==> config.mk <==
export PLATFORM = sky130hd
export DESIGN_NAME = pc_sequencer
export DESIGN_NICKNAME = d
export VERILOG_FILES = /design/src/rtl/bitty_pkg.sv /design/src/rtl/branch_resolve.sv /design/src/rtl/pc_sequencer.sv
export SDC_FILE = /design/constraint.sdc
export NUM_CORES = 1
export LEC_CHECK = 0
export ABC_AREA = 1
export ABC_CLOCK_PERIOD_IN_PS = 1500
export BUFFER_PORTS_ARGS = -buffer_cell sky130_fd_sc_hd__buf_2
export CAP_MARGIN = 20
export CORE_ASPECT_RATIO = 0.8
export CORE_MARGIN = 5
export CORE_UTILIZATION = 49
export CTS_CLUSTER_SIZE = 8
export DETAILED_ROUTE_END_ITERATION = 12
export GPL_TIMING_DRIVEN = 0
export PLACE_DENSITY = 0.75
export SYNTH_ARGS = -nofsm -noshare
export SYNTH_HDL_FRONTEND = slang
export SYNTH_SLANG_ARGS = --single-unit
export TNS_END_PERCENT = 30
==> constraint.sdc <==
create_clock -name clk -period 1.5 [get_ports clk]
set_input_delay 0.45 -clock clk [delete_from_list [all_inputs] [get_ports clk]]
set_output_delay 0.45 -clock clk [all_outputs]
set_load 0.1 [all_outputs]
==> src/rtl/bitty_pkg.sv <==
// bitty_pkg: constants and types shared by the bitty core sequencing logic.
//   - Opcode encodings carried in instr[1:0].
//   - Branch condition encodings carried in instr[3:2].
//   - Sequencer state enum.
//   - branch_taken(): branch condition evaluation against the last ALU result.
package bitty_pkg;

    localparam logic [1:0] OP_RR   = 2'd0;
    localparam logic [1:0] OP_IMM  = 2'd1;
    localparam logic [1:0] OP_BR   = 2'd2;
    localparam logic [1:0] OP_HALT = 2'd3;

    localparam logic [1:0] BR_EQ = 2'd0;
    localparam logic [1:0] BR_GT = 2'd1;
    localparam logic [1:0] BR_LT = 2'd2;

    typedef enum logic [2:0] {
        IDLE       = 3'd0,
        FETCH_WAIT = 3'd1,
        EXECUTE    = 3'd2,
        UPDATE     = 3'd3,
        HALT       = 3'd4
    } seq_state_t;

    // Each condition code selects one exact full-width value of the last ALU
    // result; condition 3 has no value and is never taken.
    function automatic logic branch_taken(input logic [1:0]  cond,
                                          input logic [15:0] last_result);
        logic taken;
        taken = 1'b0;
        case (cond)
            BR_EQ:   taken = (last_result == 16'd0);
            BR_GT:   taken = (last_result == 16'd1);
            BR_LT:   taken = (last_result == 16'd2);
            default: taken = 1'b0;
        endcase
        return taken;
    endfunction

endpackage

==> src/rtl/branch_resolve.sv <==
// branch_resolve: combinational next-PC computation for the UPDATE step.
// Ports:
//   i_pc          current program counter
//   i_is_branch   executing instruction is a branch (opcode OP_BR)
//   i_cond        branch condition field, instr[3:2]
//   i_target      branch target field, instr[11:4]
//   i_last_result last latched ALU result
//   o_next_pc     PC value to load at the end of UPDATE
//   o_taken       branch taken indication
module branch_resolve
    import bitty_pkg::*;
(
    input  logic [7:0]  i_pc,
    input  logic        i_is_branch,
    input  logic [1:0]  i_cond,
    input  logic [7:0]  i_target,
    input  logic [15:0] i_last_result,
    output logic [7:0]  o_next_pc,
    output logic        o_taken
);

    logic [7:0] w_pc_inc;

    // 8-bit add wraps naturally: 8'hFF + 1 = 8'h00.
    assign w_pc_inc  = i_pc + 8'd1;
    assign o_taken   = i_is_branch && branch_taken(i_cond, i_last_result);
    assign o_next_pc = o_taken ? i_target : w_pc_inc;

endmodule

==> src/rtl/pc_sequencer.sv <==
// pc_sequencer: owns the 8-bit PC and steps each instruction through
// FETCH_WAIT -> EXECUTE -> UPDATE for the bitty core.
// Ports:
//   clk, reset            clock (rising edge) and synchronous active-high reset
//   run                   level enable, sampled only in IDLE and UPDATE
//   mem_req / mem_addr    fetch request and address (address = pc)
//   mem_valid / mem_rdata one-cycle fetch response with instruction word
//   instr / instr_valid   registered instruction and one-cycle pulse on entry to EXECUTE
//   alu_done / alu_result ALU completion pulse and result
//   pc                    current program counter
//   halted                high in HALT
//   fetch_err / exec_err  sticky timeout flags
//   o_dbg_state           current sequencer state
// Handshake: mem_req stays high for the whole of FETCH_WAIT; a fetch completes
// on the first cycle mem_req and mem_valid are both high. mem_valid in any
// other state is ignored. alu_done is accepted only in EXECUTE for ALU opcodes,
// including the first EXECUTE cycle in which instr_valid is high.
module pc_sequencer
    import bitty_pkg::*;
#(
    parameter logic [7:0] RESET_PC      = 8'h00,
    parameter int         FETCH_TIMEOUT = 16,   // must be >= 1
    parameter int         EXEC_TIMEOUT  = 64    // must be >= 1
) (
    input  logic        clk,
    input  logic        reset,
    input  logic        run,
    output logic        mem_req,
    output logic [7:0]  mem_addr,
    input  logic        mem_valid,
    input  logic [15:0] mem_rdata,
    output logic [15:0] instr,
    output logic        instr_valid,
    input  logic        alu_done,
    input  logic [15:0] alu_result,
    output logic [7:0]  pc,
    output logic        halted,
    output logic        fetch_err,
    output logic        exec_err,
    output seq_state_t  o_dbg_state
);

    // Counter value on the last permitted cycle of each wait state.
    localparam logic [15:0] FETCH_LIMIT = 16'(FETCH_TIMEOUT - 1);
    localparam logic [15:0] EXEC_LIMIT  = 16'(EXEC_TIMEOUT - 1);

    seq_state_t  r_state;
    seq_state_t  w_state_next;
    logic [7:0]  r_pc;
    logic [15:0] r_instr;
    logic [15:0] r_last_result;
    logic [15:0] r_fetch_cnt;
    logic [15:0] r_exec_cnt;
    logic        r_instr_valid;
    logic        r_fetch_err;
    logic        r_exec_err;

    logic        w_fetch_accept;
    logic        w_fetch_timeout;
    logic        w_alu_accept;
    logic        w_exec_timeout;
    logic        w_pc_load;
    logic [7:0]  w_next_pc;
    logic        w_br_taken;

    branch_resolve u_branch_resolve (
        .i_pc          (r_pc),
        .i_is_branch   (r_instr[1:0] == OP_BR),
        .i_cond        (r_instr[3:2]),
        .i_target      (r_instr[11:4]),
        .i_last_result (r_last_result),
        .o_next_pc     (w_next_pc),
        .o_taken       (w_br_taken)
    );

    // State register.
    always_ff @(posedge clk) begin
        if (reset) begin
            r_state <= IDLE;
        end else begin
            r_state <= w_state_next;
        end
    end

    // Next-state and control strobes.
    always_comb begin
        w_state_next    = r_state;
        w_fetch_accept  = 1'b0;
        w_fetch_timeout = 1'b0;
        w_alu_accept    = 1'b0;
        w_exec_timeout  = 1'b0;
        w_pc_load       = 1'b0;
        case (r_state)
            IDLE: begin
                if (run) begin
                    w_state_next = FETCH_WAIT;
                end
            end
            FETCH_WAIT: begin
                // A response on the final permitted cycle still wins.
                if (mem_valid) begin
                    w_fetch_accept = 1'b1;
                    w_state_next   = EXECUTE;
                end else if (r_fetch_cnt == FETCH_LIMIT) begin
                    w_fetch_timeout = 1'b1;
                    w_state_next    = HALT;
                end
            end
            EXECUTE: begin
                case (r_instr[1:0])
                    OP_RR, OP_IMM: begin
                        if (alu_done) begin
                            w_alu_accept = 1'b1;
                            w_state_next = UPDATE;
                        end else if (r_exec_cnt == EXEC_LIMIT) begin
                            w_exec_timeout = 1'b1;
                            w_state_next   = HALT;
                        end
                    end
                    OP_BR:   w_state_next = UPDATE;
                    default: w_state_next = HALT;
                endcase
            end
            UPDATE: begin
                w_pc_load    = 1'b1;
                w_state_next = run ? FETCH_WAIT : IDLE;
            end
            HALT: begin
                w_state_next = HALT;
            end
            default: begin
                w_state_next = IDLE;
            end
        endcase
    end

    // Datapath registers driven by the FSM strobes.
    always_ff @(posedge clk) begin
        if (reset) begin
            r_pc          <= RESET_PC;
            r_instr       <= 16'd0;
            r_last_result <= 16'd0;
            r_fetch_cnt   <= 16'd0;
            r_exec_cnt    <= 16'd0;
            r_instr_valid <= 1'b0;
            r_fetch_err   <= 1'b0;
            r_exec_err    <= 1'b0;
        end else begin
            r_instr_valid <= w_fetch_accept;
            if (w_fetch_accept) begin
                r_instr <= mem_rdata;
            end
            if (w_alu_accept) begin
                r_last_result <= alu_result;
            end
            if (w_pc_load) begin
                r_pc <= w_next_pc;
            end
            if (w_fetch_timeout) begin
                r_fetch_err <= 1'b1;
            end
            if (w_exec_timeout) begin
                r_exec_err <= 1'b1;
            end
            // Counters measure cycles spent in the current wait state and
            // restart from zero whenever that state is (re)entered.
            if ((r_state == FETCH_WAIT) && (w_state_next == FETCH_WAIT)) begin
                r_fetch_cnt <= r_fetch_cnt + 16'd1;
            end else begin
                r_fetch_cnt <= 16'd0;
            end
            if ((r_state == EXECUTE) && (w_state_next == EXECUTE)) begin
                r_exec_cnt <= r_exec_cnt + 16'd1;
            end else begin
                r_exec_cnt <= 16'd0;
            end
        end
    end

    assign mem_req     = (r_state == FETCH_WAIT);
    assign mem_addr    = r_pc;
    assign instr       = r_instr;
    assign instr_valid = r_instr_valid;
    assign pc          = r_pc;
    assign halted      = (r_state == HALT);
    assign fetch_err   = r_fetch_err;
    assign exec_err    = r_exec_err;
    assign o_dbg_state = r_state;

endmodule

======== Yosys cells after proc, flatten, opt, wreduce, memory -nomap -nowiden ========
Cells that the tools add are included.
storage, ports and cells
  bits in registers ....................... 78
  output and inout port bits .............. 40
operators by class
  bitwise operators ....................... 2
  eq/ne operators ......................... 14
  mux-type cells .......................... 23
  reduce and logical (&&, ||, !) cells .... 10
  add/subtract/negate cells ............... 3
operators by type and width
  kind                   count
  $add 16x1->16 const B  2
  $eq 16x1->1 const B    1
  $eq 16x2->1 const B    1
  $eq 16x4->1 const B    1
  $eq 16x6->1 const B    1
  $logic_not 16->1       1
  $mux 3                 5
  $pmux 3 s5             1
  $mux 1                 14
  $eq 3x2->1 const B     3
  $add 8x1->8 const B    1
  $mux 8                 1
  $eq 3x1->1 const B     2
  $pmux 3 s2             1
  $reduce_or 2->1        3
  $eq 2x1->1 const B     2
  $eq 2x2->1 const B     2
  $logic_not 2->1        2
  $eq 3x3->1 const B     1
  $logic_and 1x1->1      3
  $logic_not 3->1        1
  $pmux 1 s3             1
  $not 1->1              2

======== Logic depth before layout (Yosys ltp) ========
Gate-level depths: netlist of the first run.
  depth in word-level cells ............... 9
  depth in mapped cells ................... 11
  depth with buffers taken out ............ 11

======== Hierarchy ========
Synthesis of the first run repeated with hierarchy kept, for this count alone.
unflattened totals
  cells, all modules ...................... 532
  area total of the unflattened synthesis .. 3769.9 um^2
modules (own cells, without submodules)
  module          cells an instance  instances  area each (um^2)  seq. area each (um^2)
  pc_sequencer    425                1          3265.6            1561.5
  branch_resolve  107                1          504.2             0.0

======== Worst setup path before layout of the first run ========
OpenSTA, ideal clock, no wires.
  kind .................................... reg2out
  from .................................... reg r_state[2] (netlist: o_dbg_state[2])
  to ...................................... out halted
  cell stages (with the launch flop) ...... 3
  slack ................................... -2.134 ns
  arrival time ............................ 3.184 ns
  data required time ...................... 1.050 ns
  path through ............................ dfxtp_1 -> inv_2 -> nor3_1
on the way
  cells in the longest elaborated chain, start to end .. 1
ends and longest elaborated chain
  item                    line                 source
  start, declared         pc_sequencer.sv:47   seq_state_t r_state;
  start signal, assigned  pc_sequencer.sv:81   r_state <= w_state_next;
  $eq 3x3->1              pc_sequencer.sv:185  assign halted = (r_state == HALT);
  end, declared           pc_sequencer.sv:37   output logic halted,
No other way between the ends.

======== Worst setup path in the final report of the first run ========
  from .................................... reg r_instr[3] (netlist: instr[3])
  to ...................................... reg r_pc[4] (netlist: mem_addr[4])
on the way
  cells in the longest elaborated chain, start to end .. 4
ends and longest elaborated chain
  item                                      line                  source
  start, declared                           pc_sequencer.sv:50    logic [15:0] r_instr;
  start signal, assigned                    pc_sequencer.sv:151   r_instr <= mem_rdata;
  $eq 2x2->1, or another cell as far along  bitty_pkg.sv:31       case (cond)
  $pmux 1 s3 *                              bitty_pkg.sv:31
  $logic_and 1x1->1 *                       branch_resolve.sv:26  assign o_taken = i_is_branch && branch_taken(i_cond, i_last_result);
  $mux 8 *                                  branch_resolve.sv:27  assign o_next_pc = o_taken ? i_target : w_pc_inc;
  end signal, assigned                      pc_sequencer.sv:157   r_pc <= w_next_pc;
  end, declared                             pc_sequencer.sv:49    logic [7:0] r_pc;
Mark *: on every way between the ends. The rest lies on a longest branch, timed or not.
A chain may end at the register's enable or synchronous reset.

==> results.txt, run 1 <==
Status: finished, violations left
Failing checks: setup timing
Final Cycle Share: 113%
Antenna viol nets, final: 0
Root Driver: clkbuf_8
Syn Area/Cell: 7.25 sq um
Vias: 3672
Peak supply drop: 728 uV
H-tree level count: 3
DR vias/cell: 5.04
Syn_nets: 558
Worst setup path category: reg -> reg
Reg clk slew, reported paths: 90 ps
Layout Utilization: 71.0%
Setup WS post-layout: -196 ps
Clock Skew: 9.25 ps
Hold path cells: 3
Initial Utilization: 50.3%
FF+latch count, synth: 78
CTS max path bufs: 2
Final slew viol count: 0
RSZ-0062 raised after global routing: true
Mapped Cells: 515
Crit. End Element: flop
Peak Freq: 589 MHz
Multi-input gate area: 2080 sq um
Tmin final: 1700 ps
Routability cong.: 0.885
Switch share: 30.0%
DR iter-0 viols: 177
Sink Count: 78
Maximum number of pins on one net before global-route repair: 15
Area growth syn-to-layout: 41.1%
Max Fanout on Critical Path: 7
Reg power frac: 46.2%
Final std cells w/o fill: 728
CP arrival: 1990 ps
Synth warnings: 0
Internal: 3280 uW
TritonCTS buffer count: 9
Post-place setup slack: -387 ps
Initial antenna violation count: 0
Most frequent cells in the layout: nor2_1 (85), nand2_1 (81), dfxtp_1 (54)
Total power: 4690 uW
DP HPWL: 6910 microns
Fraction of layout cells with a size suffix above 1: 35.6%
First-pass GRT wire length: 16000 microns
I/O pin cnt: 77
Pwr dens: 889 nW/um^2
Synth Cell Area: 3740 sq um
Port bufs: 75
Max-Cap Viols: 0
CP startpoint kind: flop
NetSw: 1410 uW
LEAKAGE: 0.00207 uW
Combinational power share: 16.8%
Slew headroom: 71.2%
Worst slew pin tran: 432 ps
Worst-Skew Late Latency: 350 ps
Die width: 108 microns
Final WL: 10300 microns
Worst EP required: 1790 ps
Post-route DRC: 0
Routed len/inst: 14.1 microns
Overall routing resource usage: 21.1%
Setup violators final: 25
Fin. Hold Viols: 0
Final TNS setup: -1900 ps
R2R depth: 10
ANT cells: 0
Chip height: 88.1 microns
Core area: 7430 sq um
Fill cells: 591
CTS tree: built
Clock power share: 37.0%
Number of global-route vias before repair: 3536
Sequential element share of the synthesized area: 41.8%
Netlist cell types: 29
Die area: 9480 sq um
Register area: 1620 sq um
Dpl cells: 695
Initial DRT Pass Iterations: 4
Commonest non-fill, non-tap cell in the layout: nor2_1
Nets: 661
Row cnt: 28
GR Overflow Total: 0
Worst hold path class: in -> reg
power groups by stage:
stage / clock network, uW / logic [uW] / registers (uW)
after floorplan: 0 / 288 / 2430
after global placement: 0 / 659 / 2210
after detailed placement: 0 / 673 / 2210
after CTS: 1770 / 738 / 2170
after global routing: 1880 / 842 / 2170
final: 1730 / 790 / 2170
worst paths after layout:
kind                                                 start                         end  slack [ps]
worst max-delay path                 instr[3]$_SDFFE_PP0P_    mem_addr[4]$_SDFFE_PP0N_        -200
worst min-delay path                         mem_rdata[13]      instr[13]$_SDFFE_PP0P_         340
worst max register to register       instr[3]$_SDFFE_PP0P_    mem_addr[4]$_SDFFE_PP0N_        -200
worst min register to register  r_fetch_cnt[14]$_SDFF_PP0_  r_fetch_cnt[14]$_SDFF_PP0_         470
layer usage:
layer | global-route usage [%] | part of all wire (%)
met3 | 6.12 | 7.1
met4 | 7.11 | 1.9
met2 | 35.6 | 48
met5 | 0 | 0
met1 | 26.0 | 43
what timing repair did:
action | CTS | global route
setup endpoints to repair | 87 | 75
pin swaps | 5 | 15
resized for setup | 92 | 79
hold buffers | 0 | 0
setup buffers | 8 | 7
endpoints found under the hold margin | 0 | 0
cloned | 2 | 0
layout make-up:
cell class	instances	share of cell area [%]
buffer	20	3.16
clock buffer	11	3.08
clock inverter	5	1.16
inverter	56	4.41
multi-input combinational	362	39.4
sequential	78	30.7
tap	105	2.49
timing repair buffer	91	15.6
cells in the mapped netlist:
library cell | instances | share of area [%]
a21oi_1 | 32 | 4.3
a31oi_1 | 3 | 0.50
buf_12 | 1 | 0.54
buf_2 | 6 | 0.80
buf_4 | 8 | 1.6
clkbuf_1 | 5 | 0.50
clkinv_1 | 1 | 0.10
dfxtp_1 | 78 | 42
ha_1 | 6 | 2.0
inv_1 | 47 | 4.7
inv_2 | 8 | 0.80
nand2_1 | 88 | 8.8
nand2_2 | 4 | 0.67
nand3_1 | 23 | 3.1
nand3_2 | 3 | 0.80
nand3b_1 | 1 | 0.20
nand4_1 | 13 | 2.2
nor2_1 | 97 | 9.7
nor2_2 | 4 | 0.67
nor2_4 | 13 | 3.9
nor3_1 | 15 | 2.0
o211ai_1 | 1 | 0.20
o21a_1 | 2 | 0.40
o21ai_0 | 32 | 4.3
o21ai_1 | 2 | 0.27
o21bai_1 | 1 | 0.20
or2_2 | 1 | 0.17
xnor2_1 | 5 | 1.2
xor2_1 | 15 | 3.5
sequential cells by signal, indices dropped and copies added, names as in the netlist:
name and count:
exec_err 1, fetch_err 1, instr 16, instr_valid 1, mem_addr 8, o_dbg_state 3, r_exec_cnt 16, r_fetch_cnt 16
r_last_result 16
logic make-up (layout without fill, tap and decap cells):
| logic type | count (synthesis) | in the layout | synth area share, % |
|---|---|---|---|
| flip-flops | 78 | 78 | 41.8 |
| AO/OA/AOI/OAI | 73 | 73 | 10.1 |
| buffers and inverters | 76 | 183 | 9.08 |
| adder cells (fa/ha/maj) | 6 | 6 | 2.01 |
| AND/OR/NAND/NOR | 262 | 263 | 32.3 |
| XOR/XNOR | 20 | 20 | 4.69 |
metrics by stage:
stage,hold slack [ps],cell area [sq um]
6_report,338,5270
2_1_floorplan,418,3850
3_5_place_dp,449,4360
5_1_grt,336,5270
3_3_place_gp,431,4360
4_1_cts,328,4990
worst max-delay path, stage by stage (launching register included):
cell and delay [ps]:
dfxtp_4 390, inv_4 50, ha_4 270, inv_2 40
o21ai_2 120, nand2_2 80, nor2_4 260, nand2_4 110
o21ai_0 130, a21oi_1 100, nor2_1 80
No activity file was read; power rests on OpenSTA's default activity.
==> run 2: changes to the inputs <==
--- a/config.mk
+++ b/config.mk
@@ -18,5 +18,6 @@
 export PLACE_DENSITY = 0.75
 export SYNTH_ARGS = -nofsm -noshare
 export SYNTH_HDL_FRONTEND = slang
+export SYNTH_HIERARCHICAL = 1
 export SYNTH_SLANG_ARGS = --single-unit
 export TNS_END_PERCENT = 30
==> run 2 against run 1 <==
  * The run still ends with setup timing left
  * Via count increased by 2.4%
  * Synthesized cell count grew 3.3%
  * Final area up 4.1%
  * Flip-flop and latch count did not move
  * Cell count rose by 4.5%
  * Area after synthesis rose by 0.90%
  * Highest routed layer unchanged
  * Non-clock buffer count is 16 higher
==> results.txt, run 2 <==
Status: finished, violations left
Failing checks: setup timing
Die width: 108 microns
ANT cells: 0
CTS max path bufs: 2
Reg clk slew, reported paths: 80 ps
Syn Area/Cell: 7.09 sq um
Clock Skew: 8.14 ps
First-pass GRT wire length: 15200 microns
Max-Cap Viols: 0
Synth Cell Area: 3770 sq um
Root Driver: clkbuf_8
Synth area leaders: dfxtp_1 (41%), nor2_1 (14%), nand2_1 (7.8%)
Final WL: 10400 microns
H-tree level count: 3
Die area: 9560 sq um
Initial antenna violation count: 0
Fin. Hold Viols: 0
Slowest cell delay on critical path: 410 ps
Finished layout cell area: 5490 sq um
Synth Flop Type: dfxtp_1
Synth Area in Simple Gates: 33.4%
Synth top cells by count: nor2_1 (142), dfxtp_1 (78), nand2_1 (78)
Top-area cell type share of the netlist area: 41.4%
Worst EP required: 1050 ps
Area growth syn-to-layout: 45.6%
Peak supply drop: 615 uV
Most frequent cells in the layout: nor2_1 (127), nand2_1 (67), dfxtp_1 (55)
Largest area contributor in the synthesized netlist: dfxtp_1
Antenna viol nets, final: 0
GR Overflow Total: 0
Pwr dens: 830 nW/um^2
Most frequent cell after synthesis: nor2_1
Post-synthesis adder-cell area fraction: 1.99%
Worst hold path class: in -> reg
Met1 Usage GRT: 24.6%
Routed len/inst: 13.7 microns
Combinational power share: 21.0%
Crit. End Element: primary output
Met2 GRT Util: 34.3%
Cell Chain, Critical Path: inv_4 -> nor2_4 -> nand2_4 -> inv_8 -> buf_12
LEAKAGE: 0.00223 uW
Final slew viol count: 0
DP HPWL: 6500 microns
Initial Utilization: 50.5%
Sink Count: 78
Setup violators final: 35
Hold slack: 341 ps
Post-route DRC: 0
Setup WS post-layout: -229 ps
Max Fanout on Critical Path: 5
CP arrival: 1280 ps
Tmin final: 1730 ps
Port bufs: 76
Synth async-reset ratio: 0%
Crit-path leading delay family: flip-flops
Grt met3 use: 4.96%
Slowest-stage cell, CP: dfxtp_4
Routability cong.: 0.840
Clock power share: 31.2%
TritonCTS buffer count: 9
Overall routing resource usage: 20.0%
Hold Buf Count CTS: 0
Worst setup path category: reg -> out
Worst-Skew Late Latency: 350 ps
Dpl cell area: 4420 sq um
Nets: 694
Post-place setup slack: -176 ps
DR vias/cell: 4.94
Synth warnings: 6
Top Usage Layer GRT: met2
RSZ-0062 raised after global routing: true
Final TNS setup: -2840 ps
Core area: 7460 sq um
Number of global-route vias before repair: 3337
Netlist cell types: 32
Internal: 3060 uW
CP startpoint kind: flop
Worst slew pin tran: 489 ps
Synth Area in Compound Gates: 8.56%
Reg power frac: 47.8%
Layout Utilization: 73.5%
Slew headroom: 67.4%
Mapped Cells: 532
Reg2Reg Setup Slack: -130 ps
Initial DRT Pass Iterations: 5
Mux contribution to synthesized area: 0%
I/O pin cnt: 77
DR iter-0 viols: 240
Vias: 3761
Peak Freq: 579 MHz
Maximum number of pins on one net before global-route repair: 14
CTS tree: built
NetSw: 1490 uW
Final Cycle Share: 115%
Fraction of layout cells with a size suffix above 1: 36.4%
Switch share: 32.8%
Xor/xnor cell area share of the yosys netlist: 5.34%
Sequential element share of the synthesized area: 41.4%
Number of synthesized flops with an enable pin: 0
Largest family of logic cells by synthesized area: simple AND/OR/NAND/NOR gates
Syn_nets: 575
Row cnt: 28
Fill cells: 527
Crit path buffers/inverters: 3
Chip height: 88.5 microns
Commonest non-fill, non-tap cell in the layout: nor2_1
FF+latch count, synth: 78
==> run 2: cell types whose count changed after synthesis, moves of 4 or more <==
cell / delta
a21oi_1: -24
nor3_1: -4
xnor2_1: +6
nand2_1: -10
o21ai_0: +14
nand4_1: -7
nor2_2: +9
nor2_4: -10
nand3_1: -8
nor2_1: +45
buf_2: -4
inv_1: +9
==> run 2: path summary, 6_finish.rpt <==
path                                  start                       end  cells past startpoint
hold / removal                mem_rdata[12]    instr[12]$_SDFFE_PP0P_                      3
hold reg to reg       exec_err$_SDFFE_PP0P_     exec_err$_SDFFE_PP0P_                      2
setup / recovery  o_dbg_state[0]$_SDFF_PP0_                   mem_req                      5
setup reg to reg   r_exec_cnt[1]$_SDFF_PP0_  r_exec_cnt[4]$_SDFF_PP0_                     10
==> run 2: cells by family after synthesis <==
family,Yosys count
simple gates,284
compound gates,61
xor+xnor,23
buf+inv,80
fa+ha+maj,6
flops,78
==> run 2: power by group through the flow <==
| stage | clock (uW) | combinational [uW] | sequential, uW |
|---|---|---|---|
| floorplan | 0 | 332 | 2500 |
| global placement | 0 | 769 | 2220 |
| detailed placement | 0 | 780 | 2220 |
| CTS | 1450 | 858 | 2180 |
| global route | 1560 | 1010 | 2180 |
| finish | 1420 | 957 | 2170 |
==> run 2: stage by stage <==
| step | power (uW) | cells |
|---|---|---|
| 2_1_floorplan | 2830 | 532 |
| 3_3_place_gp | 2990 | 713 |
| 3_5_place_dp | 3000 | 713 |
| 4_1_cts | 4480 | 744 |
| 5_1_grt | 4750 | 761 |
| 6_report | 4550 | 761 |
==> run 2: final cells by class <==
cell class	instances	area [sq um]	share of cell area, %
multi-input combinational	374	2160	39.4
clock inverter	6	33.8	0.616
timing repair buffer	109	972	17.7
tap	105	131	2.39
clock buffer	10	138	2.51
inverter	61	251	4.58
sequential	78	1630	29.7
buffer	18	169	3.08
==> run 2: per-layer routing <==
| metal | part of all wire, % | vias up |
|---|---|---|
| li1 | - | 1901 |
| met1 | 42 | 1745 |
| met2 | 51 | 97 |
| met3 | 4.8 | 18 |
| met4 | 1.8 | 0 |
| met5 | 0 | - |
==> run 2: what timing repair did <==
item	4_1_cts	5_1_grt
setup buffers	14	17
gates resized for setup	98	94
pin swaps	12	24
setup endpoints to repair	85	76
gates cloned	1	2
==> run 2: worst register-to-register path: stages, from the launching register on <==
cell     delay [ps]
dfxtp_2         360
ha_4            160
nand3_4         110
nor2_4          130
nand2_2          80
nand2_1          80
nand2_1          90
nand2_2         140
nand4_4         160
buf_4           180
nor2_1           90
